--- src/rtl/seqmul_pkg.sv ---
// Shared constants and state encoding for the sequential shift-add multiplier.
// The early-zero shortcut is enabled by defining SEQMUL_EARLY_ZERO_EN.
package seqmul_pkg;
  localparam int SEQMUL_WIDTH = 8;
  localparam int ST_W         = 3;

  typedef logic [ST_W-1:0] seqmul_state_t;

  localparam seqmul_state_t IDLE  = 3'd0;
  localparam seqmul_state_t LOAD  = 3'd1;
  localparam seqmul_state_t CHECK = 3'd2;
  localparam seqmul_state_t TEST  = 3'd3;
  localparam seqmul_state_t ADD   = 3'd4;
  localparam seqmul_state_t SHIFT = 3'd5;
  localparam seqmul_state_t DONE  = 3'd6;
endpackage

--- src/rtl/seqmul_ctrl.sv ---
// Multiplier controller FSM. busy/done are registered one edge behind the state.
// SEQMUL_EARLY_ZERO_EN lets CHECK jump straight to DONE on a zero operand.
module seqmul_ctrl
  import seqmul_pkg::*;
(
  input  logic clk,
  input  logic rst,
  input  logic start,
  input  logic finish,
  input  logic q0,
  input  logic zero_op,
  input  logic cnt_last,
  output logic load,
  output logic clr,
  output logic add,
  output logic shift,
  output logic busy,
  output logic done,
  output logic early_done
);
`ifdef SEQMUL_EARLY_ZERO_EN
  localparam bit EARLY_EN = 1'b1;
`else
  localparam bit EARLY_EN = 1'b0;
`endif

  seqmul_state_t r_state, w_next;
  logic          r_busy, r_done;
  logic          w_fin_ack;

  // finish is only honoured once done is actually visible to the requester
  assign w_fin_ack  = (r_state == DONE) && r_done && finish;
  assign load       = (r_state == IDLE) && start;
  assign clr        = (r_state == LOAD);
  assign add        = (r_state == ADD);
  assign shift      = (r_state == SHIFT);
  assign early_done = (r_state == CHECK) && zero_op && EARLY_EN;
  assign busy       = r_busy;
  assign done       = r_done;

  always_comb begin
    w_next = r_state;
    case (r_state)
      IDLE:    if (start) w_next = LOAD;
      LOAD:    w_next = CHECK;
      CHECK:   w_next = early_done ? DONE : TEST;
      TEST:    w_next = q0 ? ADD : SHIFT;
      ADD:     w_next = SHIFT;
      SHIFT:   w_next = cnt_last ? DONE : TEST;
      DONE:    if (w_fin_ack) w_next = IDLE;
      default: w_next = IDLE;
    endcase
  end

  always_ff @(posedge clk) begin
    if (rst) begin
      r_state <= IDLE;
      r_busy  <= 1'b0;
      r_done  <= 1'b0;
    end else begin
      r_state <= w_next;
      r_busy  <= (r_state != IDLE) && !w_fin_ack;
      r_done  <= (r_state == DONE) && !w_fin_ack;
    end
  end
endmodule

--- src/rtl/seq_multiplier.sv ---
// Unsigned shift-add multiplier datapath: {A,Q} accumulates the product over WIDTH iterations.
// Define SEQMUL_EARLY_ZERO_EN to finish immediately when an operand is zero.
module seq_multiplier
  import seqmul_pkg::*;
#(
  parameter int WIDTH = SEQMUL_WIDTH
) (
  input  logic               clk,
  input  logic               rst,
  input  logic               start,
  input  logic [WIDTH-1:0]   a_in,
  input  logic [WIDTH-1:0]   b_in,
  input  logic               finish,
  output logic               busy,
  output logic               done,
  output logic [2*WIDTH-1:0] product,
  output logic               overflow,
  output logic               zero_op
);
  localparam int CW = $clog2(WIDTH + 1);

  logic [WIDTH-1:0] r_m, r_q, r_a;
  logic             r_c;
  logic [CW-1:0]    r_cnt;
  logic             r_overflow, r_zero_op;

  logic             w_load, w_clr, w_add, w_shift, w_early_done, w_cnt_last;
  logic [WIDTH:0]   w_sum;
  logic [WIDTH-1:0] w_a_shift;

  assign w_sum      = {1'b0, r_a} + {1'b0, r_m};
  assign w_a_shift  = {r_c, r_a[WIDTH-1:1]};
  assign w_cnt_last = (r_cnt == CW'(WIDTH - 1));

  seqmul_ctrl u_ctrl (
    .clk        (clk),
    .rst        (rst),
    .start      (start),
    .finish     (finish),
    .q0         (r_q[0]),
    .zero_op    (r_zero_op),
    .cnt_last   (w_cnt_last),
    .load       (w_load),
    .clr        (w_clr),
    .add        (w_add),
    .shift      (w_shift),
    .busy       (busy),
    .done       (done),
    .early_done (w_early_done)
  );

  always_ff @(posedge clk) begin
    if (rst) begin
      r_m        <= '0;
      r_q        <= '0;
      r_a        <= '0;
      r_c        <= 1'b0;
      r_cnt      <= '0;
      r_overflow <= 1'b0;
      r_zero_op  <= 1'b0;
    end else begin
      if (w_load) begin
        r_m <= a_in;
        r_q <= b_in;
      end
      if (w_clr) begin
        r_a        <= '0;
        r_c        <= 1'b0;
        r_cnt      <= '0;
        r_overflow <= 1'b0;
        r_zero_op  <= (r_m == '0) || (r_q == '0);
      end
      if (w_add) {r_c, r_a} <= w_sum;
      // last shift: the high half is final, so the overflow flag is captured here
      if (w_shift) begin
        r_c   <= 1'b0;
        r_a   <= w_a_shift;
        r_q   <= {r_a[0], r_q[WIDTH-1:1]};
        r_cnt <= r_cnt + 1'b1;
        if (w_cnt_last) r_overflow <= |w_a_shift;
      end
      // skipped iterations would have shifted Q out completely
      if (w_early_done) begin
        r_q        <= '0;
        r_overflow <= 1'b0;
      end
    end
  end

  assign product  = {r_a, r_q};
  assign overflow = r_overflow;
  assign zero_op  = r_zero_op;
endmodule

--- config.mk ---
export PLATFORM = sky130hd
export DESIGN_NAME = seq_multiplier
export DESIGN_NICKNAME = d
export VERILOG_FILES = /design/src/rtl/seqmul_pkg.sv /design/src/rtl/seqmul_ctrl.sv /design/src/rtl/seq_multiplier.sv
export SDC_FILE = /design/constraint.sdc
export NUM_CORES = 1
export LEC_CHECK = 0
export BUFFER_PORTS_ARGS = -buffer_cell sky130_fd_sc_hd__buf_2
export CAP_MARGIN = 20
export CORE_MARGIN = 4
export CORE_UTILIZATION = 55
export DETAILED_ROUTE_END_ITERATION = 7
export GPL_ROUTABILITY_DRIVEN = 0
export HOLD_SLACK_MARGIN = 0.05
export PLACE_DENSITY = 0.8
export SYNTH_ARGS = -nofsm -noshare
export SYNTH_HDL_FRONTEND = slang
export SYNTH_HIERARCHICAL = 1
export SYNTH_SLANG_ARGS = --single-unit
--- constraint.sdc ---
create_clock -name clk -period 2.2 [get_ports clk]
set_clock_uncertainty 0.2 [all_clocks]
set_input_delay 0.22 -clock clk [delete_from_list [all_inputs] [get_ports clk]]
set_output_delay 0.22 -clock clk [all_outputs]
set_load 0.005 [all_outputs]
==> run metrics, run 1 <==
max frequency=479 MHz; Setup-failing EPs final=0; Pwr Total=around 1.5 mW; via count=1896; Setup Crit Path Kind=reg2reg; setup ws final=about 0.11 ns; delay-heaviest family, CP=adder cells; HP Class=in2reg; Netlist cell types=between 50 and 60; Synthesized Nets=270; grt peak-use layer=met2; Leak=1.10 nW; largest net degree at the start of global routing=31; vias in the first global route=1818; Multi-input gate area=1230 µm²; share of cells above drive strength 1=24.1%; IO Port Bufs=39; MaxCap Viol Count=0; Post-synth EDFFs=0; DRC=0; Worst VDD drop=0.000424 V; Final Max Tran Viols=0; Post-synth ARST share=0%; crit-path max FO=4; largest buffer count on any clock path=2; nets=319; arrival time worst endpoint=2.10 ns; grt total ovfl=0; CTS H-tree depth=2; Critical Path, Cell by Cell=ha_1, fa_2, a211oi_1, nor2_1, o31a_1, nor3_1; CTS tree=done; GRT Util Overall=a little over a fifth; Routed WL=4830 µm; I/O pins=40; FP Rows=21; met2 usage=between 30% and 40%; Syn Area/Cell=8.57 µm²; Ant. Diodes=0; Seq cells post-synth=36; RSZ-0062 raised after global routing=false; cell area power density=617 nW/µm²; Worst path slowest cell=fa_2; post-synthesis sequential area ratio=a little over a third; worst path required time=between 2 and 2.5 ns; CTS clock-pin slew for the worst setup and hold paths=0.07 ns; die area=4780 µm²; global-route wire length before repair=8470 µm; Root Buffer=clkbuf_8; drt first pass iters=4; met3 usage=5.09%; Starting DRT DRC Count=101; worst skew pair latency=0.29 ns; Initial Util=59.3%; most frequent cells in the layout=nor2_1, buf_2, dfxtp_1, a21oi_1, mux2i_1; Final Hold Vio Count=0; fin crit period=2.09 ns; Primary FF master, synth=dfxtp_1; Worst setup EP type=flop; slowest cell delay on critical path=0.38 ns; Die Span Y=69.2 µm; FILL cells=280; Setup crit start kind=flop; sequential cell area=721 µm²; Mapped Area=2060 µm²; initial antenna violation count=0; antenna-violating nets left=0; Die Wd=69.2 µm; Num CTS Buffers=5; synth warn=6; worst path bufs/invs=0; post-DR vias/cell=between 5 and 6; area growth from synthesis to layout=21.5%; Setup TNS Final=0 ns; status=completed; CTS Sinks=36; routed len/inst=between 10 and 15 µm; fin crit share=95.0%; Mapped Cells=240; met1 Use GR=around 27%; core area=3470 µm²; Place WS=between 0.1 and 0.15 ns; post-detail-place hpwl=3400 µm
==> per-layer routing <==
| metal | vias to the layer above | part of all wire (%) |
|---|---|---|
| li1 | 976 | - |
| met1 | 853 | 44 |
| met2 | 57 | 48 |
| met3 | 10 | 5.5 |
| met4 | 0 | 2.0 |
| met5 | - | 0 |
==> flip-flops by register name, indices dropped and copies added (netlist names) <==
register        cells
overflow            1
u_ctrl/busy         1
r_c                 1
u_ctrl/done         1
zero_op             1
u_ctrl/r_state      3
r_q                 8
r_m                 8
r_a                 8
r_cnt               4
==> cells by family after synthesis <==
logic type | after synthesis | synth area share [%]
muxes | 18 | 8.76
and+or+nand+nor | 94 | 24.5
other | 1 | 0.182
buffers and inverters | 23 | 5.90
AOI/OAI and AO/OA | 57 | 18.7
DFF | 36 | 35.0
adders and majority gates | 10 | 6.45
xor gates and xnor gates | 1 | 0.426
==> through the flow <==
stage / hold slack, ns / area (µm²) / instances / utilization (%)
after CTS: 0.0717 / 2490 / 336 / 71.8
after floorplan: 0.0889 / 2060 / 240 / -
after global routing: 0.0812 / 2500 / 336 / 72.0
after global placement: 0.253 / 2320 / 320 / 66.9
after detailed placement: 0.260 / 2320 / 320 / 66.9
final: 0.0771 / 2500 / 336 / 72.0
==> tightest hold or removal path, cell delays in order <==
cell     delay [ns]
buf_2          0.10
nand3_1        0.07
a21oi_1        0.06
nor2_1         0.07
==> layout make-up <==
cell class / count / share of cell area (%)
Multi-Input combinational cell: 181 / 49.4
Sequential cell: 36 / 28.8
Timing Repair Buffer: 58 / 14.8
Clock buffer: 8 / 3.61
Tap cell: 46 / 2.30
Inverter: 7 / 1.05
==> path summary, 6_finish.rpt <==
| kind | start | endpoint | slack [ns] | cells after the start |
|---|---|---|---|---|
| worst max-delay path | r_a[0]$_SDFFE_PP0P_ | r_a[4]$_SDFFE_PP0P_ | 0.11 | 6 |
| worst min-delay path | finish | u_ctrl/r_state[1]$_SDFFE_PP0P_ | 0.08 | 4 |
| worst max register to register | r_a[0]$_SDFFE_PP0P_ | r_a[4]$_SDFFE_PP0P_ | 0.11 | 6 |
| worst min register to register | zero_op$_SDFFE_PP0P_ | zero_op$_SDFFE_PP0P_ | 0.32 | 2 |
==> where the power goes <==
part	internal (mW)	switching, mW	leakage (nW)	total [mW]
combinational	0.162	0.169	0.765	0.331
clock	0.255	0.221	0.0455	0.476
sequential	0.689	0.0442	0.293	0.734
total	1.11	0.434	1.10	1.54
==> Yosys cell counts (all sizes together) (5+ instances only) <==
| master | number | area, µm² |
|---|---|---|
| nand3 | 7 | 35.0 |
| buf | 9 | 68.8 |
| nand2 | 8 | 30.0 |
| a21oi | 24 | 120 |
| nor2b | 7 | 53.8 |
| clkbuf | 7 | 26.3 |
| nor2 | 39 | 146 |
| dfxtp | 36 | 721 |
| nor4 | 7 | 43.8 |
| inv | 7 | 26.3 |
| o21ai | 5 | 25.0 |
| nor3 | 8 | 45.0 |
| mux2i | 18 | 180 |
| ha | 9 | 113 |
==> repair_timing <==
action                                  4_1_cts  5_1_grt
resized for setup                             0        2
endpoints found under the setup margin        0        2
buffers inserted                              0        0
hold endpoints to repair                      8        0
hold buffers                                  8        0
(Power assumes the default switching activity.)
==> run 2, diff against run 1 <==
--- a/config.mk
+++ b/config.mk
@@ -9,3 +9,2 @@
 export CAP_MARGIN = 20
-export CORE_MARGIN = 4
 export CORE_UTILIZATION = 55
==> constraint.sdc (replaced) <==
create_clock -name clk -period 2.2 [get_ports clk]
set_clock_uncertainty 0.2 [all_clocks]
set_input_delay 0.33 -clock clk [delete_from_list [all_inputs] [get_ports clk]]
set_output_delay 0.33 -clock clk [all_outputs]
set_load 0.005 [all_outputs]
==> run 2 against run 1 <==
Compared with the run above:
- critical path depth unchanged
- sequential power about the same
- sequential share of layout area up 0.91 points
- cell area down 3.1%
- clock power up 18%
- maximum frequency down 0.39%
- global-route usage up 3.3 points
==> run metrics, run 2 (synthesized netlist as in run 1, its figures left out) <==
status=completed (unchanged); HP Class=in2reg (unchanged); most frequent cells in the layout=nor2_1, buf_2, dfxtp_1, a21oi_1, mux2i_1 (unchanged); Worst VDD drop=0.000405 V (was 0.000424 V); global-route wire length before repair=7870 µm (was 8470 µm); fin crit share=95.3% (was 95.0%); CTS H-tree depth=2 (unchanged); area growth from synthesis to layout=17.8% (was 21.5%); initial antenna violation count=0 (unchanged); worst path required time=2.21 ns (about the same); slowest cell delay on critical path=0.45 ns (was 0.38 ns); core area=3470 µm² (unchanged); CTS tree=done (unchanged); Ant. Diodes=0 (unchanged); CTS Sinks=36 (unchanged); MaxCap Viol Count=0 (unchanged); vias in the first global route=1807 (was 1818); Setup crit start kind=flop (unchanged); die area=3990 µm² (was 4780 µm²); I/O pins=40 (unchanged); via count=1891 (was 1896); DRC=0 (unchanged); Starting DRT DRC Count=90 (was 101); post-detail-place hpwl=3310 µm (was 3400 µm); max frequency=477 MHz (was 479 MHz); grt total ovfl=0 (unchanged); drt first pass iters=4 (unchanged); Worst path slowest cell=fa_1 (was fa_2); Final Hold Vio Count=0 (unchanged); largest registers=r_a x8, r_m x8, r_q x8 (unchanged); largest net degree at the start of global routing=30 (was 31); Leak=1.07 nW (was 1.10 nW); Num CTS Buffers=5 (unchanged); Root Buffer=clkbuf_8 (unchanged); IO Port Bufs=39 (unchanged); Worst setup EP type=flop (unchanged); post-DR vias/cell=5.80 (was 5.64); Routed WL=4650 µm (was 4830 µm); FP Rows=21 (unchanged); Setup Crit Path Kind=reg2reg (unchanged); CTS Hold Bufs=0 (was 8); Critical Path, Cell by Cell=ha_1, fa_1, a211oi_2, nor2_1, o31a_1, nor3_1 (was ha_1, fa_2, a211oi_1, nor2_1, o31a_1, nor3_1); Pwr Total=1.61 mW (was 1.54 mW); worst skew pair latency=0.28 ns (was 0.29 ns); Reg2Reg Depth=6 (unchanged); routed len/inst=14.3 µm (was 14.4 µm); Layout Utilization=69.8% (was 72.0%); antenna-violating nets left=0 (unchanged); fin crit period=2.10 ns (was 2.09 ns); Min-Delay Path Depth=3 (was 4); Initial Util=59.3% (unchanged); cell area power density=666 nW/µm² (was 617 nW/µm²); largest buffer count on any clock path=2 (unchanged); Die Span Y=63.2 µm (was 69.2 µm); Die Wd=63.2 µm (was 69.2 µm); GRT Util Overall=24.8% (was 21.5%); Setup-failing EPs final=0 (unchanged); CTS clock-pin slew for the worst setup and hold paths=0.07 ns (about the same); arrival time worst endpoint=2.10 ns (about the same); share of cells above drive strength 1=24.3% (was 24.1%); Final Max Tran Viols=0 (unchanged); nets=309 (was 319); Setup TNS Final=0 ns (unchanged); crit-path max FO=4 (unchanged)
## run 2: what timing repair did
action | in CTS | in global routing
gates resized for setup | 0 | 2
hold endpoints to repair | 0 | 0
endpoints found under the setup margin | 0 | 4
setup buffers | 0 | 0
## run 2: worst max-delay path, delay by kind of cell, from the launching register on
family,cells,cell delay (ns)
adders and majority gates,2,0.70
AOI/OAI and AO/OA,2,0.52
and+or+nand+nor,2,0.26
DFF,1,0.35
## run 2: cell type report
| cell class | instances | area (µm²) |
|---|---|---|
| sequential | 36 | 721 |
| timing repair buffer | 48 | 279 |
| fill | 318 | 1050 |
| clock inverter | 2 | 35.0 |
| tap | 46 | 57.6 |
| clock buffer | 6 | 72.6 |
| multi-input combinational | 181 | 1230 |
| inverter | 7 | 26.3 |
## run 2: path summary, 6_finish.rpt
path	start	end	slack [ns]
hold reg to reg	zero_op$_SDFFE_PP0P_	zero_op$_SDFFE_PP0P_	0.31
hold / removal	a_in[4]	r_m[4]$_SDFFE_PP0P_	0.08
setup reg to reg	r_a[0]$_SDFFE_PP0P_	r_a[4]$_SDFFE_PP0P_	0.10
setup / recovery	r_a[0]$_SDFFE_PP0P_	r_a[4]$_SDFFE_PP0P_	0.10
## run 2: routing by layer
layer	GRT usage, %	part of all wire (%)
met1	30.0	47
met2	43.0	48
met3	5.98	3.5
met4	7.56	1.1
met5	0	0
## run 2: metrics by stage
| stage | setup slack [ns] | std cells | area (µm²) | hold WS [ns] |
|---|---|---|---|---|
| floorplan | 0.216 | 240 | 2060 | 0.199 |
| global placement | 0.183 | 318 | 2310 | 0.287 |
| detailed placement | 0.106 | 318 | 2310 | 0.299 |
| CTS | 0.0876 | 326 | 2410 | 0.0770 |
| global route | -0.0157 | 326 | 2420 | 0.0743 |
| finish | 0.103 | 326 | 2420 | 0.0844 |
## run 2: power by group
group	total (mW)	leakage [nW]	internal [mW]	switching (mW)
Combinational	0.318	0.723	0.152	0.166
Clock	0.563	0.0552	0.336	0.227
Sequential	0.732	0.293	0.689	0.0431
